==> config.mk <==
export PLATFORM = sky130hd
export DESIGN_NAME = sv_clock_divider_multi
export DESIGN_NICKNAME = d
export VERILOG_FILES = /design/src/rtl/sv_clock_divider_pkg.sv /design/src/rtl/sv_clock_divider_ch.sv /design/src/rtl/sv_clock_divider_multi.sv
export SDC_FILE = /design/constraint.sdc
export NUM_CORES = 1
export LEC_CHECK = 0
export CORE_UTILIZATION = 34
export CTS_CLUSTER_SIZE = 30
export DETAILED_ROUTE_END_ITERATION = 8
export GPL_ROUTABILITY_DRIVEN = 0
export PLACE_DENSITY_LB_ADDON = 0.05
export SETUP_SLACK_MARGIN = 0.2
export SKIP_LAST_GASP = 1
export SLEW_MARGIN = 20
export SYNTH_ARGS = -nofsm -noshare
export SYNTH_HDL_FRONTEND = slang
export SYNTH_HIERARCHICAL = 1
export SYNTH_SLANG_ARGS = --single-unit
==> constraint.sdc <==
create_clock -name clk_in -period 9.5 [get_ports clk_in]
set_clock_uncertainty 0.1 [all_clocks]
set_input_delay 2.375 -clock clk_in [delete_from_list [all_inputs] [get_ports clk_in]]
set_output_delay 2.375 -clock clk_in [all_outputs]
set_load 0.005 [all_outputs]
==> src/rtl/sv_clock_divider_pkg.sv <==
// Shared definitions for the multi-channel programmable clock divider:
// minimum legal divisor, high-phase length helper and the status code
// reported by the elaboration-time check on the reset divisor.
package sv_clock_divider_pkg;

   localparam int MIN_DIV = 1;

   typedef enum logic [1:0] {
      CFG_OK          = 2'd0,
      CFG_BAD_DEFAULT = 2'd1
   } cfg_code_e;

   // Number of high cycles in a period of d cycles: ceil(d/2)
   function automatic int half_period(input int d);
      return d - (d >> 1);
   endfunction

   // Validates the reset divisor against the counter width
   function automatic cfg_code_e check_default_div(input int def_div, input int div_w);
      if (def_div < MIN_DIV || def_div > (1 << div_w) - 1) begin
         return CFG_BAD_DEFAULT;
      end
      return CFG_OK;
   endfunction

endpackage

==> src/rtl/sv_clock_divider_ch.sv <==
// One divider channel: period counter, pending-divisor register and the
// registered clk_out / tick / load_ack / cfg_err outputs. A new divisor is
// only adopted when the period restarts (natural wrap or sync), so every
// period runs entirely with a single divisor.
module sv_clock_divider_ch
   import sv_clock_divider_pkg::*;
#(
   parameter int DIV_W       = 8,
   parameter int DEFAULT_DIV = 4
) (
   input  logic             clk_in,
   input  logic             reset,
   input  logic             enable,
   input  logic [DIV_W-1:0] div_value,
   input  logic             div_load,
   input  logic             sync_in,
   output logic             clk_out,
   output logic             tick,
   output logic             load_pending,
   output logic             load_ack,
   output logic             cfg_err
);

   localparam logic [DIV_W-1:0] ONE       = DIV_W'(1);
   localparam logic [DIV_W-1:0] RESET_DIV = DIV_W'(DEFAULT_DIV);
   localparam logic [DIV_W-1:0] RESET_CNT = DIV_W'(DEFAULT_DIV - 1);

   logic [DIV_W-1:0] cnt;
   logic [DIV_W-1:0] active_div;
   logic [DIV_W-1:0] pending_div;
   logic             pending;

   logic [DIV_W-1:0] cnt_next;
   logic [DIV_W-1:0] div_next;
   logic [DIV_W-1:0] half_next;
   logic             at_wrap;
   logic             restart;
   logic             apply;
   logic             load_ok;

   // Next counter/divisor: a restart (wrap or sync) zeroes the counter and adopts any pending divisor
   always_comb begin
      at_wrap   = (cnt == active_div - ONE);
      restart   = enable & (sync_in | at_wrap);
      apply     = restart & pending;
      load_ok   = div_load & (div_value != '0);
      div_next  = apply ? pending_div : active_div;
      if (restart) begin
         cnt_next = '0;
      end else if (enable) begin
         cnt_next = cnt + ONE;
      end else begin
         cnt_next = cnt;
      end
      half_next = DIV_W'(half_period(int'(div_next)));
   end

   // Channel state and registered outputs; a disabled channel freezes its counter and clock level
   always_ff @(posedge clk_in) begin
      if (reset) begin
         cnt         <= RESET_CNT;
         active_div  <= RESET_DIV;
         pending_div <= RESET_DIV;
         pending     <= 1'b0;
         clk_out     <= 1'b0;
         tick        <= 1'b0;
         load_ack    <= 1'b0;
         cfg_err     <= 1'b0;
      end else begin
         cnt        <= cnt_next;
         active_div <= div_next;
         if (load_ok) begin
            pending_div <= div_value;
            pending     <= 1'b1;
         end else if (apply) begin
            pending     <= 1'b0;
         end
         cfg_err  <= div_load & (div_value == '0);
         load_ack <= apply;
         tick     <= restart;
         if (enable) begin
            clk_out <= (cnt_next < half_next);
         end
      end
   end

   assign load_pending = pending;

endmodule

==> src/rtl/sv_clock_divider_multi.sv <==
// Multi-channel runtime-programmable clock divider. Each channel divides
// clk_in by its own divisor; reset and sync_in are shared so that all
// channels can be restarted in phase.
module sv_clock_divider_multi
   import sv_clock_divider_pkg::*;
#(
   parameter int NUM_CH      = 4,
   parameter int DIV_W       = 8,
   parameter int DEFAULT_DIV = 4
) (
   input  logic                    clk_in,
   input  logic                    reset,
   input  logic [NUM_CH-1:0]       enable,
   input  logic [NUM_CH*DIV_W-1:0] div_value,
   input  logic [NUM_CH-1:0]       div_load,
   input  logic                    sync_in,
   output logic [NUM_CH-1:0]       clk_out,
   output logic [NUM_CH-1:0]       tick,
   output logic [NUM_CH-1:0]       load_pending,
   output logic [NUM_CH-1:0]       load_ack,
   output logic [NUM_CH-1:0]       cfg_err
);

   localparam cfg_code_e CFG_STATUS = check_default_div(DEFAULT_DIV, DIV_W);

   // Refuse to elaborate with a reset divisor the counter cannot represent
   if (CFG_STATUS != CFG_OK) begin : g_bad_cfg
      $error("sv_clock_divider_multi: DEFAULT_DIV outside 1..2^DIV_W-1");
   end

   // One independent divider per channel, each fed its own divisor slice
   for (genvar i = 0; i < NUM_CH; i++) begin : g_ch
      sv_clock_divider_ch #(
         .DIV_W      (DIV_W),
         .DEFAULT_DIV(DEFAULT_DIV)
      ) u_ch (
         .clk_in      (clk_in),
         .reset       (reset),
         .enable      (enable[i]),
         .div_value   (div_value[i*DIV_W +: DIV_W]),
         .div_load    (div_load[i]),
         .sync_in     (sync_in),
         .clk_out     (clk_out[i]),
         .tick        (tick[i]),
         .load_pending(load_pending[i]),
         .load_ack    (load_ack[i]),
         .cfg_err     (cfg_err[i])
      );
   end

endmodule

-- After elaboration in Yosys (flattened, before gate mapping)
Index checks and enable logic that the tools add are counted.
- output and inout bits: 20
- logic and storage cells: 104
- bits of input ports: 43
- register bits after elaboration: 116
- eq/ne operators: 4
- mux-type cells: 20
- bitwise gates (word level): 20
- magnitude comparators: 4
- add/subtract/negate cells: 12
- reductions and logical operators: 12
- operator list (cell ; number):
    $mux 8 ; 12
    $add 8x1->8 const B ; 4
    $eq 8x8->1 ; 4
    $logic_not 8->1 ; 4
    $lt 8x8->1 ; 4
    $reduce_bool 8->1 ; 4
    $sub 8x1->8 const B ; 4
    $sub 8x7->8 ; 4
    $and 1x1->1 ; 16
    $mux 1 ; 8
    $reduce_bool 2->1 ; 4
    $or 1x1->1 ; 4

-- Logic depth before layout (Yosys ltp)
Gate-level depths: netlist of the first run.
- word-level depth: 8
- gate-level depth with buffers: 22
- mapped depth without buffers: 21

-- Hierarchy
The synthesis of the first run kept the hierarchy.
- by module, submodules not included (module ; sequential area each (um^2) ; area each (um^2) ; cells each ; times used):
    sv_clock_divider_ch at g_ch[0].u_ch ... ; 580.6 ; 1960.6 ; 242 ; 3
    sv_clock_divider_ch at g_ch[3].u_ch ; 580.6 ; 1960.6 ; 241 ; 1

-- Worst setup path after synthesis of the first run
Ideal clock, no wire load.
- kind: input -> register
- from: input sync_in
- to: register g_ch[3].u_ch.clk_out
- buffers on the path: 1
- path slack: 3.690 ns
- data required time: 9.308 ns
- cell stages on the path: 18
- arrival time: 5.618 ns
- library setup time: 0.092 ns
- cell sequence: a31oi_2 > a211oi_4 > buf_6 > mux2i_1 > inv_1 > ha_1 > inv_1 > ha_1 > nor3_1 > mux2_2 > o221ai_2 > nor3_1 > a311oi_1 > ha_1 > and3_1 > a22o_1 > o31a_1 > nor4_1
- longest elaborated chain between the ends: 6
- elaborated cells on any way between the ends: 7
- those cells by class: add/sub: 1; order compare: 1; mux: 2; bitwise: 3
- RTL lines (what ; RTL line ; source):
    from (decl) ; sv_clock_divider_multi.sv:16 ; input logic sync_in,
    $or 1x1->1 * ; sv_clock_divider_ch.sv:44 ; restart = enable & (sync_in | at_wrap);
    $and 1x1->1 * ; sv_clock_divider_ch.sv:44 ;
    $and 1x1->1 ; sv_clock_divider_ch.sv:45 ; apply = restart & pending;
    $mux 8 ; sv_clock_divider_ch.sv:47 ; div_next = apply ? pending_div : active_div;
    $sub 8x7->8 ; sv_clock_divider_pkg.sv:15 ; return d - (d >> 1);
    $lt 8x8->1 * ; sv_clock_divider_ch.sv:82 ; clk_out <= (cnt_next < half_next);
    to (signal assigned) ; sv_clock_divider_ch.sv:82 ;
    to (decl) ; sv_clock_divider_ch.sv:17 ; output logic clk_out,
Every way passes the cells marked *; elsewhere a longest branch is shown, timed or not.
A chain may end at the register's enable or synchronous reset.

-- Final worst setup path of the first run
Same ends and word-level chain as after synthesis.

==> out/metrics.cfg, run 1 <==
[worst_setup_path]
required_ps = 9730
rr_startpoint = g_ch[3].u_ch/active_div[1]
start_kind = input pin
cp.arrival_ps = 7120
critPathKind = in -> reg
cp_max_fo = 12
rrSetupSlack_ps = 4020
endpoint_kind = flop
timing.rr.end = g_ch[3].u_ch/clk_out
r2r_cells = 21

[floorplan]
rows = 55
fp.dieArea_sq_um = 23700
start_util_pct = 34.6
die_w_um = 154
ios = 63
core_area_sq_um = 22600
die_h_um = 154

[clock_tree]
cts.sink_count = 116
cts_hold_buf = 0
cts_tree = done
postCtsSetupBuffers = 0
cts_root_buf = clkbuf_16
cts_resized = 0
cts.reportedPaths.clkPinSlew_ps = 60
cts-buffers-inserted = 17
htreeDepth = 4
clk_latency_ps = 420
cts_buffer_depth = 2

[pwr]
powerDensity_nw_per_um2 = 153
power.share.clock_pct = 44.3
pwr-share-seq_pct = 37.5
vdd_drop_max_uv = 83.7
leakagePower_nw = 3.73
p_sw_share_pct = 27.9
p_sw_uw = 394
internal_power_mw = 1.02
p_comb_share_pct = 18.2

[sta]
rsz0062_at_grt = false
finalCriticalPeriod_ps = 6890
drv_slew = 0
fmax_ghz = 0.145
post-route-period-util_pct = 72.5
setup_viol = 0
finalHoldViolations = 0
worst_slew_pin_slew_ps = 735
maxSlewHeadroom_pct = 50.8
setup_tns_ps = 0

[global_route]
antenna_found_initial = 0
gr-total-overflow = 0
grt_pass1_wl_mm = 32.9
grt_pass1_vias = 6328
grt_max_degree = 66
grt_usage_pct = 17.4

[placed_design]
placed_area_sq_um = 8640
place_hpwl_mm = 14.8
io_buffers = 62

[synthesis]
synth_seq_area_share_pct = 29.6
yosysTopAreaCell = dfxtp_1
ys_async_sr_fraction_pct = 0
syn_avg_cell_area_sq_um = 8.11
yosysWarningCount = 6
synth.area.top_cells = dfxtp_1, ha_1, xnor2_1
ys_types = 48
synthFlopType = dfxtp_1
synth_area_sq_um = 7840
synthCells = 967
synth_top_area_share_pct = 29.6
synth_edf_count = 0
syn_nets = 1070
ys_ff_latch = 116

[route]
drc = 0
drt-pass1-iter-count = 5
vias = 6712
drtIter0Drc = 433
routed_wl_mm = 19.7
final_antenna_net_count = 0
wl_per_cell_um = 15.0
via_per_inst = 5.10

[finish]
drive_above_1_share_pct = 6.70
synthToLayoutAreaGrowth_pct = 17.4
diodes = 0
stdcell_area_sq_um = 9210
fillCellCount = 2263
nets = 1120

[min_path]
min_from = g_ch[3].u_ch/pending_div[7]
whs_path_depth = 2
min_to = g_ch[3].u_ch/pending_div[7]
worstHoldPathType = reg -> reg

[job]
cap_viol_max_count = 0

[run_status]
status = finished, final reports clean

-- per-stage QoR --
stage / instances / hold slack, ps / setup slack, ps / utilization, % / power [mW]
floorplan: 967 / 336 / 3690 / - / 0.721
global placement: 1283 / 350 / 2290 / 38.2 / 0.801
detailed placement: 1283 / 347 / 2180 / 38.2 / 0.798
CTS: 1315 / 355 / 2600 / 40.7 / 1.43
global route: 1315 / 375 / 2220 / 40.7 / 1.49
finish: 1315 / 353 / 2610 / 40.7 / 1.41
-- cell families after synthesis --
family	share of synthesized area, %
multiplexers	4.66
AND/OR/NAND/NOR	23.6
buffers and inverters	5.50
XOR/XNOR	9.32
adder cells (fa/ha/maj)	9.57
flip-flops	29.6
AO/OA/AOI/OAI	17.7
-- per-layer routing --
| layer | part of all wire (%) | wire [um] | global-route usage, % |
|---|---|---|---|
| met4 | 1.4 | 277 | 5.52 |
| met5 | 0 | 0 | 0 |
| met3 | 2.4 | 467 | 3.44 |
| met2 | 45 | 8770 | 27.2 |
| met1 | 52 | 10200 | 24.0 |
-- cell usage after synthesis (6+ instances only) --
library cell / number
clkbuf_1: 24
mux2i_1: 32
a21oi_1: 67
nand2b_1: 6
xnor2_1: 56
xor2_1: 20
nand4_1: 8
nand3_1: 32
nand2_1: 111
buf_6: 8
o21ai_0: 40
and3_1: 8
nor2b_1: 28
inv_1: 67
dfxtp_1: 116
nor2_1: 80
ha_1: 60
a211o_1: 8
nor3_1: 53
nor4_1: 18
a21o_1: 16
a31oi_1: 8
-- critical path, cell delays in order --
cell and delay, ps:
clkdlybuf4s50_1 820, a31oi_2 140, a211oi_4 690, mux2i_1 380
inv_1 90, ha_1 230, inv_1 70, ha_1 190
nor3_1 60, mux2_2 310, o221ai_2 270, nor3_1 90
a311oi_1 290, ha_1 290, and3_1 200, a22o_1 230
o31a_1 230, nor4_1 150
-- power by group through the flow --
stage | sequential (mW) | clock, mW | combinational (mW)
5_1_grt | 0.532 | 0.661 | 0.293
3_5_place_dp | 0.540 | 0 | 0.259
3_3_place_gp | 0.540 | 0 | 0.261
6_report | 0.529 | 0.626 | 0.258
2_1_floorplan | 0.532 | 0 | 0.189
4_1_cts | 0.529 | 0.641 | 0.260
-- how the worst max path moves through the flow --
stage / from / endpoint / slack, ps / cells past startpoint
floorplan: sync_in / g_ch[3].u_ch/clk_out / 3690 / 18
global placement: sync_in / g_ch[0].u_ch/clk_out / 2290 / 18
detailed placement: sync_in / g_ch[1].u_ch/clk_out / 2180 / 18
CTS: sync_in / g_ch[1].u_ch/clk_out / 2600 / 18
global route: sync_in / g_ch[1].u_ch/clk_out / 2220 / 18
finish: sync_in / g_ch[3].u_ch/clk_out / 2610 / 18
-- area by class of cell --
class | instances | area, sq um | area share, %
Clock buffer | 23 | 458 | 4.97
Inverter | 67 | 251 | 2.73
Tap cell | 285 | 357 | 3.87
Clock inverter | 9 | 105 | 1.14
Multi-Input combinational cell | 752 | 5090 | 55.3
Timing Repair Buffer | 63 | 626 | 6.79
Sequential cell | 116 | 2320 | 25.2
-- sequential cells by signal (all words and copies together), names as in the netlist --
name                    cells
g_ch.u_ch/active_div       32
g_ch.u_ch/cnt              32
g_ch.u_ch/pending_div      32
g_ch.u_ch/cfg_err           4
g_ch.u_ch/clk_out           4
g_ch.u_ch/load_ack          4
g_ch.u_ch/load_pending      4
g_ch.u_ch/tick              4
-- cells in the final DEF (no fill, tap or decap), types with 5 or more instances in the layout --
cell / netlist / final
a211o_1: 8 / 8
nor4_1: 18 / 18
o21ai_0: 40 / 40
ha_1: 60 / 60
nand4_1: 8 / 8
xor2_1: 20 / 20
clkbuf_16: 0 / 17
a31oi_1: 8 / 8
clkbuf_1: 24 / 5
clkdlybuf4s50_1: 0 / 61
a21oi_1: 67 / 67
nor2_1: 80 / 80
xnor2_1: 56 / 56
nand2_1: 111 / 111
and3_1: 8 / 8
mux2i_1: 32 / 32
nand3_1: 32 / 32
nor2b_1: 28 / 28
inv_1: 67 / 67
a21o_1: 16 / 16
nor3_1: 53 / 53
nand2b_1: 6 / 6
dfxtp_1: 116 / 116
No activity file was read; power rests on OpenSTA's default activity.
==> run 2: changes to the inputs <==
- clock period: 9.5 -> 5.7 ns (I/O delays scaled with it)
==> run 2 against run 1 <==
Sequential share of layout area decreased by 0.75 points; global-route usage increased by 0.27 points; register-to-register slack got worse by 3300 ps; final area increased by 3.1%; hold slack improved by 2.1 ps; final cell count increased by 2.7%; routed wire length increased by 1.4%; core utilization increased by 1.3 points; die area unchanged; largest power group unchanged; highest routed layer unchanged.
==> out/metrics.cfg, run 2 (synthesis results as in run 1) <==
[global_route]
gr-total-overflow = 0  ; unchanged
antenna_found_initial = 0  ; unchanged
grt_pass1_wl_mm = 33.2  ; +0.97%
grt_usage_pct = 17.7  ; +0.27 points
grt_max_degree = 73  ; +11%
grt_pass1_vias = 6635  ; +4.9%

[sta]
finalCriticalPeriod_ps = 5220
post-route-period-util_pct = 91.5
setup_tns_ps = 0  ; unchanged
maxSlewHeadroom_pct = 44.3  ; -6.5 points
fmax_ghz = 0.192
worst_slew_pin_slew_ps = 835  ; +100 ps
setup_viol = 0  ; unchanged
finalHoldViolations = 0  ; unchanged
drv_slew = 0  ; unchanged
rsz0062_at_grt = false

[pwr]
powerDensity_nw_per_um2 = 251  ; +64%
power_mw = 2.38  ; +69%
vdd_drop_max_uv = 163  ; +95%
leakagePower_nw = 3.92  ; +5.1%

[route]
vias = 6849  ; +2.0%
wl_per_cell_um = 14.8  ; -1.3%
via_per_inst = 5.07  ; -0.68%
final_antenna_net_count = 0  ; unchanged
drt-pass1-iter-count = 4  ; -1
routed_wl_mm = 20.0  ; +1.4%
drtIter0Drc = 368  ; -15%
drc = 0  ; unchanged

[run_status]
status = finished, final reports clean

[clock_tree]
cts.reportedPaths.clkPinSlew_ps = 60  ; about the same
postCtsSetupBuffers = 0  ; unchanged
cts.sink_count = 116  ; unchanged
cts_buffer_depth = 2  ; unchanged
clk_latency_ps = 430  ; about the same
cts-buffers-inserted = 17  ; unchanged
cts_tree = done
htreeDepth = 4  ; unchanged
cts_root_buf = clkbuf_16

[finish]
diodes = 0  ; unchanged
final_cells = 1351  ; +2.7%
nets = 1156  ; +3.2%
synthToLayoutAreaGrowth_pct = 21.0
reg_top3 = g_ch.u_ch/active_div: 32 flops, g_ch.u_ch/cnt: 32 flops, g_ch.u_ch/pending_div: 32 flops
stdcell_area_sq_um = 9490  ; +3.1%
final_cell_mix = dfxtp_1, nand2_1, nor2_1
utilization_pct = 41.9  ; +1.3 points
final_common_cell = dfxtp_1
drive_above_1_share_pct = 10.1  ; +3.4 points

[floorplan]
ios = 63  ; unchanged
core_area_sq_um = 22600  ; unchanged
rows = 55  ; unchanged
die_h_um = 154  ; unchanged
start_util_pct = 34.6  ; unchanged
fp.dieArea_sq_um = 23700  ; unchanged
die_w_um = 154  ; unchanged

[placed_design]
placed_area_sq_um = 8930  ; +3.3%
io_buffers = 62  ; unchanged
placed_cells = 1319  ; +2.8%
place_hpwl_mm = 15.0  ; +1.1%

[worst_setup_path]
critPathKind = in -> reg
required_ps = 5920  ; -3810 ps
slowest_delay_ps = 510  ; -310 ps
critical_path.startpoint = sync_in
crit_chain = clkdlybuf4s50_1 -> buf_12 -> a31oi_2 -> a211oi_4 -> mux2i_1 -> inv_1 -> ha_1 -> inv_1 -> ha_1 -> nor3_1 -> mux2_2 -> o221ai_2 -> nor4_1 -> a311oi_1 -> ha_1 -> and3_1 -> a22o_1 -> o31a_1 -> nor4_1
endpoint_kind = flop
cp_max_fo = 8  ; -4
slowest_stage = clkdlybuf4s50_1
start_kind = input pin
rr_startpoint = g_ch[0].u_ch/active_div[1]
cp.arrival_ps = 5440  ; -1680 ps
cp_common_cell = ha_1

[job]
cap_viol_max_count = 0  ; unchanged

[min_path]
min_from = g_ch[1].u_ch/pending_div[6]
worstHoldPathType = reg -> reg

-- run 2: metrics by stage --
step,worst slack [ps],hold slack (ps)
6_report,485,356
5_1_grt,213,382
4_1_cts,478,359
3_5_place_dp,34.0,349
3_3_place_gp,98.3,349
2_1_floorplan,840,336
-- run 2: worst max-delay path, delay by kind of cell --
family | cells | cell delay (ps)
muxes | 2 | 590
AOI/OAI and AO/OA | 6 | 1460
and+or+nand+nor | 4 | 520
adders and majority gates | 3 | 670
buffers and inverters | 4 | 770
-- run 2: layout make-up --
type | instances | area [sq um]
inverters | 67 | 251
fillers | 2279 | 13100
well taps | 285 | 357
flip-flops and latches | 116 | 2320
clock buffers | 21 | 450
multi-input cells | 752 | 5090
repair buffers | 99 | 908
clock inverters | 11 | 110
-- run 2: what timing repair did --
item | in CTS | in global routing
gates resized for setup | 0 | 1
endpoints found under the setup margin | 0 | 1
hold buffers | 0 | 0
-- run 2: per-layer routing --
layer | routed length (um) | vias up | track usage, %
met5 | 0 | - | 0
met4 | 197 | 0 | 5.14
met3 | 517 | 17 | 3.75
met2 | 9130 | 73 | 28.4
met1 | 10100 | 3181 | 23.7
li1 | - | 3578 | -
-- run 2: path summary, 6_finish.rpt --
| path | cells after the start | slack (ps) | to |
|---|---|---|---|
| worst max register to register | 21 | 750 | g_ch[0].u_ch/clk_out |
| worst min register to register | 2 | 360 | g_ch[1].u_ch/pending_div[6] |
| worst min-delay path | 2 | 360 | g_ch[1].u_ch/pending_div[6] |
| worst max-delay path | 19 | 480 | g_ch[0].u_ch/clk_out |
-- run 2: power breakdown --
| part | switching, mW | internal [mW] | total, mW | leakage, nW |
|---|---|---|---|---|
| clock | 0.398 | 0.648 | 1.05 | 0.276 |
| combinational | 0.237 | 0.216 | 0.453 | 2.69 |
| sequential | 0.0360 | 0.845 | 0.881 | 0.948 |
==> run 3: changes to the inputs <==
- SYNTH_HIERARCHICAL: 1 -> not set
==> run 3 against run 2 <==
Non-clock buffer count decreased by 3; global-route usage up 0.24 points; setup slack gained 71 ps; largest cell class unchanged; clock power grew 15%; flip-flop and latch count stayed put; core utilization decreased by 0.15 points; register-to-register slack better by 40 ps; critical path depth unchanged; synthesized area decreased by 0.62%; via count decreased by 0.72%; combinational power is 0.9% higher.
==> out/metrics.cfg, run 3 <==
[run_status]
status = finished, final reports clean

[pwr]
leakagePower_nw = 3.91  ; -0.16%
powerDensity_nw_per_um2 = 271  ; +8.0%
vdd_drop_max_uv = 153  ; -5.9%

[synthesis]
syn_avg_cell_area_sq_um = 7.94  ; -2.0%
yosysTopAreaCell = dfxtp_1
synth_top_area_share_pct = 29.8  ; +0.19 points
syn_nets = 1087  ; +1.6%
yosysWarningCount = 0  ; -6
yosys-top-cells-count = dfxtp_1, nand2_1, nor2_1
synth.area.top_cells = dfxtp_1, ha_1, nand2_1
synth_seq_area_share_pct = 29.8  ; +0.19 points
ys_async_sr_fraction_pct = 0  ; unchanged
synthCells = 981  ; +1.4%
synth_area_sq_um = 7790  ; -0.62%
synth_edf_count = 0  ; unchanged
synth_most_common_cell = dfxtp_1
synthFlopType = dfxtp_1
ys_ff_latch = 116  ; unchanged
ys_types = 64  ; +33%

[clock_tree]
htreeDepth = 4  ; unchanged
cts_buffer_depth = 2  ; unchanged
cts-buffers-inserted = 17  ; unchanged
cts.reportedPaths.clkPinSlew_ps = 60  ; about the same
cts.sink_count = 116  ; unchanged
cts_root_buf = clkbuf_16
clk_latency_ps = 420  ; about the same
cts_tree = done
cts_hold_buf = 0  ; unchanged

[min_path]
worstHoldPathType = reg -> reg
whs_path_depth = 2  ; unchanged
min_from = g_ch[0].u_ch.pending_div[7]
min_to = g_ch[0].u_ch.pending_div[7]

[sta]
finalHoldViolations = 0  ; unchanged
finalCriticalPeriod_ps = 5140  ; -70.6 ps
setup_viol = 0  ; unchanged
rsz0062_at_grt = true
setup_tns_ps = 0  ; unchanged
post-route-period-util_pct = 90.3  ; -1.2 points
maxSlewHeadroom_pct = 38.0  ; -6.4 points
worst_slew_pin_slew_ps = 931  ; +95.5 ps
drv_slew = 0  ; unchanged
fmax_ghz = 0.194  ; +1.4%

[finish]
utilization_pct = 41.8  ; -0.15 points
fillCellCount = 2313  ; +1.5%
final_cell_mix = dfxtp_1, nand2_1, nor2_1
ff_latch_area_sq_um = 2320  ; unchanged
nets = 1149  ; -0.61%
stdcell_area_sq_um = 9430  ; -0.66%
final_cells = 1342  ; -0.67%
multi_input_area_sq_um = 4990  ; -2.0%
final_common_cell = dfxtp_1
drive_above_1_share_pct = 8.90  ; -1.2 points
synthToLayoutAreaGrowth_pct = 21.0  ; about the same
reg_top3 = g_ch.u_ch.active_div: 32 flops, g_ch.u_ch.cnt: 32 flops, g_ch.u_ch.pending_div: 32 flops

[route]
drtIter0Drc = 373  ; +1.4%
drc = 0  ; unchanged
vias = 6800  ; -0.72%
final_antenna_net_count = 0  ; unchanged
routed_wl_mm = 20.4  ; +1.9%
met1_length_mm = 9.89  ; -2.4%
wl_met2_mm = 9.67  ; +5.9%
drt-pass1-iter-count = 5  ; +1
wl_per_cell_um = 15.2  ; +2.6%
dr_wl_met3_um = 610  ; +18%
via_per_inst = 5.07  ; about the same
top_layer = met4

[floorplan]
fp.dieArea_sq_um = 23500  ; -0.62%
die_h_um = 153  ; -0.31%
start_util_pct = 34.5  ; -0.11 points
ios = 63  ; unchanged
rows = 55  ; unchanged
die_w_um = 153  ; -0.31%
core_area_sq_um = 22600  ; -0.30%

[worst_setup_path]
cp.arrival_ps = 5370  ; -70 ps
timing.rr.end = g_ch[3].u_ch.clk_out
start_kind = input pin
r2r_cells = 20  ; -4.8%
cp_max_fo = 4  ; -4
critPathKind = in -> reg
endpoint_kind = flop
rr_startpoint = g_ch[3].u_ch.active_div[1]
critical_path.startpoint = sync_in
required_ps = 5930  ; about the same
rrSetupSlack_ps = 790  ; +40 ps

[global_route]
grt_pass1_vias = 6595  ; -0.60%
gr-total-overflow = 0  ; unchanged
grt_max_degree = 86  ; +18%
grt_pass1_wl_mm = 33.6  ; +1.2%
grt_usage_pct = 17.9  ; +0.24 points
antenna_found_initial = 1  ; +1

[placed_design]
io_buffers = 62  ; unchanged
place_hpwl_mm = 15.4  ; +2.9%
placed_cells = 1309  ; -0.76%
placed_area_sq_um = 8750  ; -2.0%

[job]
cap_viol_max_count = 0  ; unchanged

[run 3: changes by cell type after synthesis, moves of 8 or more]
cell	previous run	this run
nand2b_1	6	19
nor3_1	53	33
a21o_1	16	8
mux2i_1	32	22
buf_6	8	0
o31ai_1	0	8
buf_4	0	20
xnor2_1	56	46
inv_1	67	57
[run 3: area by class of cell]
type | instances | area share (%)
Inverter | 59 | 2.35
Antenna cell | 1 | 0.0265
Multi-Input combinational cell | 753 | 52.9
Clock buffer | 23 | 5.18
Clock inverter | 9 | 1.83
Timing Repair Buffer | 96 | 9.26
Sequential cell | 116 | 24.6
Tap cell | 285 | 3.78
[run 3: metrics by stage]
stage	power (mW)	setup slack, ps	hold WS (ps)
6_report	2.55	556	353
5_1_grt	2.68	160	376
4_1_cts	2.59	400	354
3_5_place_dp	1.36	-30.0	347
3_3_place_gp	1.36	63.3	342
2_1_floorplan	1.20	243	326
[run 3: layer usage]
layer,global-route usage [%],vias up
met3,3.66,15
met2,30.0,98
met5,0,-
li1,-,3559
met1,23.1,3128
met4,5.52,0
[run 3: worst max-delay path by stage]
stage / endpoint / slack (ps)
2_1_floorplan: g_ch[2].u_ch.clk_out / 240
3_3_place_gp: g_ch[1].u_ch.clk_out / 60
5_1_grt: g_ch[1].u_ch.clk_out / 160
4_1_cts: g_ch[1].u_ch.clk_out / 400
6_report: g_ch[1].u_ch.clk_out / 560
3_5_place_dp: g_ch[1].u_ch.clk_out / -30
[run 3: cells by family after synthesis]
logic type	count (synthesis)	share of synthesized area [%]
buf+inv	112	6.39
fa+ha+maj	66	10.7
xor+xnor	73	8.20
compound gates	205	17.5
simple gates	382	23.9
mux	27	3.55
flops	116	29.8
[run 3: repair_timing]
item / CTS / global route
setup endpoints to repair: 0 / 3
resized for setup: 0 / 6
setup buffers: 0 / 0
[run 3: critical path, stage by stage]
cell and delay (ps):
clkdlybuf4s50_1 460, a41o_1 230, and2_1 170, nand2_1 170, buf_4 160, mux2i_1 310
ha_1 320, o21ai_1 140, a21oi_1 100, o21ai_0 150, nand2b_1 100, a21o_1 190
a21oi_1 160, xor2_1 160, ha_1 250, and3_1 210, a2111oi_2 360, a21oi_1 80
nor4_1 220
[run 3: where the power goes]
group / switching (mW) / internal (mW)
registers: 0.0374 / 0.845
logic: 0.243 / 0.214
clock network: 0.394 / 0.820
